==> config.mk <==
export PLATFORM = sky130hd
export DESIGN_NAME = mc_sync_fifo_flat
export DESIGN_NICKNAME = d
export VERILOG_FILES = /design/src/rtl/mc_sync_fifo_if.sv /design/src/rtl/mc_sync_fifo.sv /design/src/flat_wrapper.sv
export SDC_FILE = /design/constraint.sdc
export NUM_CORES = 2
export LEC_CHECK = 0
export BUFFER_PORTS_ARGS = -buffer_cell sky130_fd_sc_hd__buf_4
export CAP_MARGIN = 40
export CORE_MARGIN = 3
export CORE_UTILIZATION = 56
export DETAILED_ROUTE_END_ITERATION = 10
export PLACE_DENSITY_LB_ADDON = 0.25
export SYNTH_ARGS = -nofsm -noshare
export SYNTH_HDL_FRONTEND = slang
export SYNTH_SLANG_ARGS = --single-unit
==> constraint.sdc <==
create_clock -name clk -period 5 [get_ports clk]
set_clock_uncertainty 0.05 [all_clocks]
set_input_delay 0.5 -clock clk [delete_from_list [all_inputs] [get_ports clk]]
set_output_delay 0.5 -clock clk [all_outputs]
set_load 0.03 [all_outputs]
==> src/rtl/mc_sync_fifo_if.sv <==
// Handshake and status bundle for mc_sync_fifo.
// Every field is C channels wide; multi-bit fields pack channel c at [c*width +: width].
interface mc_sync_fifo_if #(
  parameter int W = 32,
  parameter int N = 16,
  parameter int C = 4
);
  localparam int LW = $clog2(N) + 1;

  logic [C-1:0]    push;
  logic [C*W-1:0]  push_data;
  logic [C-1:0]    pop;
  logic [C*W-1:0]  pop_data;
  logic [C-1:0]    flush;
  logic [C-1:0]    empty;
  logic [C-1:0]    full;
  logic [C-1:0]    almost_full;
  logic [C*LW-1:0] level;
  logic [C-1:0]    err_ovf;
  logic [C-1:0]    err_udf;
  logic            err_clr;

  modport master (
    output push, push_data, pop, flush, err_clr,
    input  pop_data, empty, full, almost_full, level, err_ovf, err_udf
  );

  modport slave (
    input  push, push_data, pop, flush, err_clr,
    output pop_data, empty, full, almost_full, level, err_ovf, err_udf
  );
endinterface

==> src/rtl/mc_sync_fifo.sv <==
// Multi-channel single-clock FIFO: C independent depth-N queues sharing one flop array,
// with fall-through head data, occupancy, almost-full, per-channel flush and sticky errors.
module mc_sync_fifo #(
  parameter int W         = 32,
  parameter int N         = 16,
  parameter int C         = 4,
  parameter int AF_THRESH = 12
) (
  input  logic           clk,
  input  logic           rst,
  mc_sync_fifo_if.slave  bus
);
  localparam int AW = $clog2(N);
  localparam int PW = AW + 1;
  localparam int IW = (C * N > 1) ? $clog2(C * N) : 1;

  // Channel c owns entries c*N .. c*N+N-1; storage is deliberately not reset.
  logic [W-1:0]    mem_q [C*N];
  logic [C-1:0]    push_acc;
  logic [C*IW-1:0] wr_addr;

  for (genvar gi = 0; gi < C; gi++) begin : g_ch
    logic [PW-1:0] wr_ptr_q, wr_ptr_d;
    logic [PW-1:0] rd_ptr_q, rd_ptr_d;
    logic [PW-1:0] level_q, level_d;
    logic          ovf_q, ovf_d;
    logic          udf_q, udf_d;
    logic          empty_w, full_w;
    logic          push_acc_w, pop_acc_w;
    logic [IW-1:0] rd_addr;

    // Status comes from registered pointers only, never from this cycle's requests.
    assign empty_w = (wr_ptr_q == rd_ptr_q);
    assign full_w  = (wr_ptr_q[AW] != rd_ptr_q[AW]) &&
                     (wr_ptr_q[AW-1:0] == rd_ptr_q[AW-1:0]);

    assign push_acc_w = bus.push[gi] && !full_w  && !bus.flush[gi];
    assign pop_acc_w  = bus.pop[gi]  && !empty_w && !bus.flush[gi];

    assign push_acc[gi]             = push_acc_w;
    assign wr_addr[gi*IW +: IW]     = IW'(gi * N) + IW'(wr_ptr_q[AW-1:0]);
    assign rd_addr                  = IW'(gi * N) + IW'(rd_ptr_q[AW-1:0]);

    always_comb begin
      wr_ptr_d = wr_ptr_q;
      rd_ptr_d = rd_ptr_q;
      level_d  = level_q;
      ovf_d    = ovf_q && !bus.err_clr;
      udf_d    = udf_q && !bus.err_clr;
      if (bus.flush[gi]) begin
        wr_ptr_d = '0;
        rd_ptr_d = '0;
        level_d  = '0;
      end else begin
        wr_ptr_d = wr_ptr_q + PW'(push_acc_w);
        rd_ptr_d = rd_ptr_q + PW'(pop_acc_w);
        level_d  = level_q + PW'(push_acc_w) - PW'(pop_acc_w);
        // A new error event beats a simultaneous clear.
        if (bus.push[gi] && full_w) ovf_d = 1'b1;
        if (bus.pop[gi] && empty_w) udf_d = 1'b1;
      end
    end

    always_ff @(posedge clk or negedge rst) begin
      if (!rst) begin
        wr_ptr_q <= '0;
        rd_ptr_q <= '0;
        level_q  <= '0;
        ovf_q    <= 1'b0;
        udf_q    <= 1'b0;
      end else begin
        wr_ptr_q <= wr_ptr_d;
        rd_ptr_q <= rd_ptr_d;
        level_q  <= level_d;
        ovf_q    <= ovf_d;
        udf_q    <= udf_d;
      end
    end

    assign bus.empty[gi]          = empty_w;
    assign bus.full[gi]           = full_w;
    assign bus.almost_full[gi]    = (level_q >= PW'(AF_THRESH));
    assign bus.level[gi*PW +: PW] = level_q;
    assign bus.err_ovf[gi]        = ovf_q;
    assign bus.err_udf[gi]        = udf_q;
    assign bus.pop_data[gi*W +: W] = mem_q[rd_addr];
  end

  always_ff @(posedge clk) begin
    for (int c = 0; c < C; c++) begin
      if (push_acc[c]) begin
        mem_q[wr_addr[c*IW +: IW]] <= bus.push_data[c*W +: W];
      end
    end
  end
endmodule

==> src/flat_wrapper.sv <==
// flat-port wrapper written by rule: the top's interface ports become plain ports
module mc_sync_fifo_flat 
#(
  parameter int W         = 32,
  parameter int N         = 16,
  parameter int C         = 4,
  parameter int AF_THRESH = 12
)
  (clk, rst, bus_push, bus_push_data, bus_pop, bus_flush, bus_err_clr, bus_pop_data, bus_empty, bus_full, bus_almost_full, bus_level, bus_err_ovf, bus_err_udf);
  mc_sync_fifo_if #(.W(W), .N(N), .C(C)) bus_i ();
  input  logic clk;
  input  logic rst;
  input wire logic [$bits(bus_i.push)-1:0] bus_push;
  input wire logic [$bits(bus_i.push_data)-1:0] bus_push_data;
  input wire logic [$bits(bus_i.pop)-1:0] bus_pop;
  input wire logic [$bits(bus_i.flush)-1:0] bus_flush;
  input wire logic [$bits(bus_i.err_clr)-1:0] bus_err_clr;
  output wire logic [$bits(bus_i.pop_data)-1:0] bus_pop_data;
  output wire logic [$bits(bus_i.empty)-1:0] bus_empty;
  output wire logic [$bits(bus_i.full)-1:0] bus_full;
  output wire logic [$bits(bus_i.almost_full)-1:0] bus_almost_full;
  output wire logic [$bits(bus_i.level)-1:0] bus_level;
  output wire logic [$bits(bus_i.err_ovf)-1:0] bus_err_ovf;
  output wire logic [$bits(bus_i.err_udf)-1:0] bus_err_udf;
  assign bus_i.push = bus_push;
  assign bus_i.push_data = bus_push_data;
  assign bus_i.pop = bus_pop;
  assign bus_i.flush = bus_flush;
  assign bus_i.err_clr = bus_err_clr;
  assign bus_pop_data = bus_i.pop_data;
  assign bus_empty = bus_i.empty;
  assign bus_full = bus_i.full;
  assign bus_almost_full = bus_i.almost_full;
  assign bus_level = bus_i.level;
  assign bus_err_ovf = bus_i.err_ovf;
  assign bus_err_udf = bus_i.err_udf;
  mc_sync_fifo #(.W(W), .N(N), .C(C), .AF_THRESH(AF_THRESH)) u_core (.clk(clk), .rst(rst), .bus(bus_i));
endmodule
=== Word level (Yosys, flattened, before mapping) ===
Memories as Yosys holds them, arrays and structs flattened.
Index checks and enable logic that the tools add are counted.

* Multiplexer cells: 36
* Eq/ne operators: 12
* Reductions and logical operators: 49
* Add/subtract/negate cells: 22
* $lt $le $gt $ge: 4

{| class="wikitable"
|+ Operators with widths
! operator !! number
|-
| 5-bit by 1-bit adder with 5-bit output || 12
|-
| 5-bit 2-to-1 mux || 12
|-
| 1-bit logical AND || 36
|-
| 1-bit 2-to-1 mux || 24
|-
| 5-bit equality test || 4
|-
| 5-bit by 4-bit >= comparator with 1-bit output, second input constant || 4
|-
| 5-bit by 1-bit subtractor with 5-bit output || 4
|-
| 4-bit equality test || 4
|-
| 1-bit logical NOT || 13
|-
| 5-bit by 4-bit adder with 6-bit output, first input constant || 2
|-
| 5-bit by 5-bit adder with 6-bit output, first input constant || 2
|-
| 6-bit by 4-bit adder with 6-bit output, first input constant || 2
|-
| 1-bit inequality test || 4
|}

* Input port bits: 143
* RAM bits: 2048
* Bits in registers: 68
* Logic and storage cells: 144
* Memories kept: 1

{| class="wikitable"
|+ Memories
! memory !! words !! bits a word !! read ports !! clocked after Yosys merged registers in !! wr ports !! RTL line !! source
|-
| u_core.mem_q || 64 || 32 || 4 || 0 || 4 || mc_sync_fifo.sv:18 || <nowiki>logic [W-1:0] mem_q [C*N];</nowiki>
|}

=== Longest topological paths before layout ===
* Word-level depth: 8
* Depth in mapped cells: 13

=== Worst setup path before layout ===
No wires, ideal clock.

* Path kind: in2reg
* Start point: in bus_flush[0]
* End point: mem u_core.mem_q[4][0] (enable)
* Path buffers: 1
* Required time: 4.437 ns
* Setup slack: 0.065 ns
* Stages: 4
* Arrival time: 4.372 ns
* Library setup time: 0.513 ns
* Path through: clkbuf_1 nor2b_1 o21ai_2 nor4b_1

{| class="wikitable"
|+ RTL lines
! item !! RTL line !! source
|-
| start: declaration || flat_wrapper.sv:16 || <nowiki>input wire logic [$bits(bus_i.flush)-1:0] bus_flush;</nowiki>
|-
| end: declaration || mc_sync_fifo.sv:18 ||
|}

=== Worst setup path in the final report ===
* Start point: reg u_core.g_ch[2].rd_ptr_q[0]
* End point: out bus_pop_data[78]

* Cells in the longest elaborated chain, start to end: 2

{| class="wikitable"
|+ RTL lines
! item !! RTL line !! source
|-
| start: declaration || mc_sync_fifo.sv:24 || <nowiki>logic [PW-1:0] rd_ptr_q, rd_ptr_d;</nowiki>
|-
| start signal: assignment || mc_sync_fifo.sv:73 || <nowiki>rd_ptr_q <= rd_ptr_d;</nowiki>
|-
| 6-bit by 4-bit adder with 6-bit output || mc_sync_fifo.sv:42 || <nowiki>assign rd_addr = IW'(gi * N) + IW'(rd_ptr_q[AW-1:0]);</nowiki>
|-
| memory 64 x 32 bit || -- ||
|-
| end: declaration || flat_wrapper.sv:18 || <nowiki>output wire logic [$bits(bus_i.pop_data)-1:0] bus_pop_data;</nowiki>
|}

Every way passes these cells.

==> results.yml <==
grt:
  grt_overflow: 0
  grt_usage_pct: 24.3
  grt_first_pass_wirelength_um: 276000
  grt_pass1_vias: 42900
  antenna_found_initial: 20
  grt_max_degree: 103
clock_network:
  clk_pin_slew_ns: 0.06
  cts_tree: "done"
  cts_setup_buffers: 0
  h-tree-depth: 4
  cts_root_buf: "clkbuf_16"
  clk_latency_ns: 0.79
  numClockSinks: 2116
  hold_buffers: 137
  numCtsBuffers: 203
  cts_resized: 0
  ctsLongestPathBuffers: 3
layout:
  fillCellCount: 9595
  nets: 4903
  fin_area_mm2: 0.0954
  areaGrowthSynthToFinish_pct: 15.2
  drive_gt1_share_pct: 21.8
  final_cell_mix: "edfxtp_1, mux2i_1, buf_4"
  seqCellArea_mm2: 0.0632
  final_common_cell: "edfxtp_1"
  multi_input_comb_area_mm2: 0.0182
critical_path:
  crit_path_start_kind: "flop"
  worstPathArrival_ns: 3.66
  critPathCaptureType: "output pin"
  rrSetupSlack_ns: 1.52
  r2r-start: "u_core.g_ch[2].rd_ptr_q[0]$_DFF_PN0_"
  reg2reg_depth: 11
  path_class: "reg2out"
  r2r-end: "u_core.g_ch[2].level_q[4]$_DFF_PN0_"
  crit_path_start: "u_core.g_ch[2].rd_ptr_q[0]$_DFF_PN0_"
  cp_max_fo: 93
  crit_end: "bus_pop_data[78]"
  cp.required_ns: 4.45
yosys:
  synth_cell_types: 46
  synth_nets: 4370
  avgSynthCellArea_um2: 19.8
  syn_inst: 4187
  synth_top_cell_by_area: "edfxtp_1"
  synthArstFlopShare_pct: 3.21
  synth_seq_area_share_pct: 76.4
  yosys_warnings: 0
  yosys_register_bits: 2116
  synth_edf_count: 2048
  mappedNetlistArea_mm2: 0.0828
  synth-main-ff-cell: "edfxtp_1"
  yosysTopAreaCellShare_pct: 74.3
  ys_top_cells_by_area: "edfxtp_1, mux4_2, mux2i_1, a221oi_1, dfrtp_1"
sta:
  hold_viol: 0
  min_period_ns: 4.21
  slew_headroom_pct: 40.4
  max_freq_mhz: 238
  fin_tns_setup_ns: 0
  setup_viol: 0
  setup_ws_ns: 0.792
  worst_pin_slew_ns: 0.891
  rsz0062_at_grt: "false"
  drv_slew: 0
  min_period_over_period_pct: 84.2
  whs_ns: 0.0853
floorplanning:
  coreArea_mm2: 0.146
  start_util_pct: 56.6
  fp.dieH_um: 390
  die_width_um: 390
  die_area_mm2: 0.152
  num_rows: 140
  io_pins: 311
routing:
  wl_um: 185000
  wl_per_cell_um: 27.2
  vias: 42400
  drtAntennaViolNets: 0
  drt_iter0_drc: 3605
  drc_errors: 0
  via_per_inst: 6.22
  dr.pass1.iters: 5
power_and_ir_drop:
  peakVddDrop_v: 0.000343
  p_leak_nw: 30.5
  cellPowerDensity_mw_per_mm2: 400
place:
  placed_area_mm2: 0.0875
  routabilityCongestion: 0.774
  port_buffers: 310
  place_hpwl_um: 98600
  place_worst_setup_slack_ns: 1.57
hold_path:
  min_from: "bus_pop[3]"
  worstHoldPathType: "in2reg"
status:
  status: "finished clean"
flow_run:
  max_cap_violations: 0
==> synthesized netlist by cell type, types with 2 or more instances <==
cell type and n:
o32ai_1 2, buf_2 88, nor3_1 45, fa_1 4, o211ai_1 2, nor3b_1 4, nor2b_1 34, ha_1 36
buf_1 15, nor2_1 59, nor4_1 18, a221o_1 2, mux4_2 256, o21ai_2 3, edfxtp_1 2048, or2_2 6
xnor2_1 33, xor2_1 19, and2_1 4, nand4_1 3, o21ai_0 135, buf_4 30, a22oi_1 128, mux2_2 4
a221oi_1 256, clkbuf_1 63, buf_6 55, nand3_1 14, a21boi_0 4, nand2_1 139, buf_8 4, a22o_1 6
dfrtp_1 68, inv_1 41, nand2b_1 18, o2111ai_1 4, a21o_1 4, nor4b_1 4, mux2i_1 516, o21ai_1 2
a21oi_1 6
==> through the flow <==
step	util [%]	power, mW	std cells
6_report	65.2	38.1	6815
5_1_grt	65.2	39.3	6808
4_1_cts	65.2	38.4	6804
3_5_place_dp	59.9	23.6	6295
3_3_place_gp	59.8	23.5	6288
2_1_floorplan	-	22.6	4187
==> kinds of logic (layout without fill, tap and decap cells) <==
logic type      after synthesis  count (layout)  share of synthesized area [%]
mux                         776             776                           13.3
other cells                   0              11                              0
simple gates                350             350                           1.98
flops                      2116            2116                           76.4
buf+inv                     297             997                           2.17
fa+ha+maj                    40              40                          0.641
compound gates              556             556                           5.03
xor+xnor                     52              52                          0.550
==> worst max-delay path: stages (launching register included) <==
cell     delay (ns)
dfrtp_4        0.95
buf_12         0.54
mux4_2         0.61
a22oi_1        0.23
nand2_1        0.15
buf_4          0.20
==> metal layers <==
layer  GRT usage [%]  vias to the layer above  wire, µm
met2            38.9                     1640     90100
li1                -                    18400         -
met4            7.40                       16      5000
met5               0                        -       100
met3            6.27                      355     16000
met1            33.3                    22000     74300
==> registers in the layout (all words and copies together), names as in the netlist <==
signal                count
u_core.mem_q           2048
u_core.g_ch.ovf_q         4
u_core.g_ch.wr_ptr_q     20
u_core.g_ch.rd_ptr_q     20
u_core.g_ch.level_q      20
u_core.g_ch.udf_q         4
==> how the worst min path moves through the flow <==
stage	endpoint	slack (ns)	cells past startpoint
6_report	u_core.g_ch[3].rd_ptr_q[3]$_DFF_PN0_	0.09	3
5_1_grt	u_core.g_ch[1].rd_ptr_q[3]$_DFF_PN0_	0.04	3
4_1_cts	u_core.g_ch[1].rd_ptr_q[3]$_DFF_PN0_	0.03	3
3_5_place_dp	u_core.g_ch[2].ovf_q$_DFF_PN0_	0.42	1
3_3_place_gp	u_core.g_ch[2].ovf_q$_DFF_PN0_	0.41	1
2_1_floorplan	u_core.g_ch[0].level_q[0]$_DFF_PN0_	0.15	0
==> power breakdown <==
part           internal (mW)  switching [mW]  leakage, nW  total, mW
Sequential              19.6           0.197         19.4       19.8
Combinational           1.53            1.98         7.99       3.51
Clock                   8.46            6.37         3.12       14.8
Total                   29.6            8.54         30.5       38.1
==> layout make-up <==
| cell class | instances | area share, % |
|---|---|---|
| tap | 1917 | 2.51 |
| sequential | 2116 | 66.3 |
| timing repair buffer | 584 | 5.21 |
| multi-input combinational | 1774 | 19.0 |
| clock inverter | 105 | 1.11 |
| inverter | 41 | 0.161 |
| antenna | 11 | 0.0289 |
| clock buffer | 267 | 5.64 |
Power figures use the tool's default switching activity.
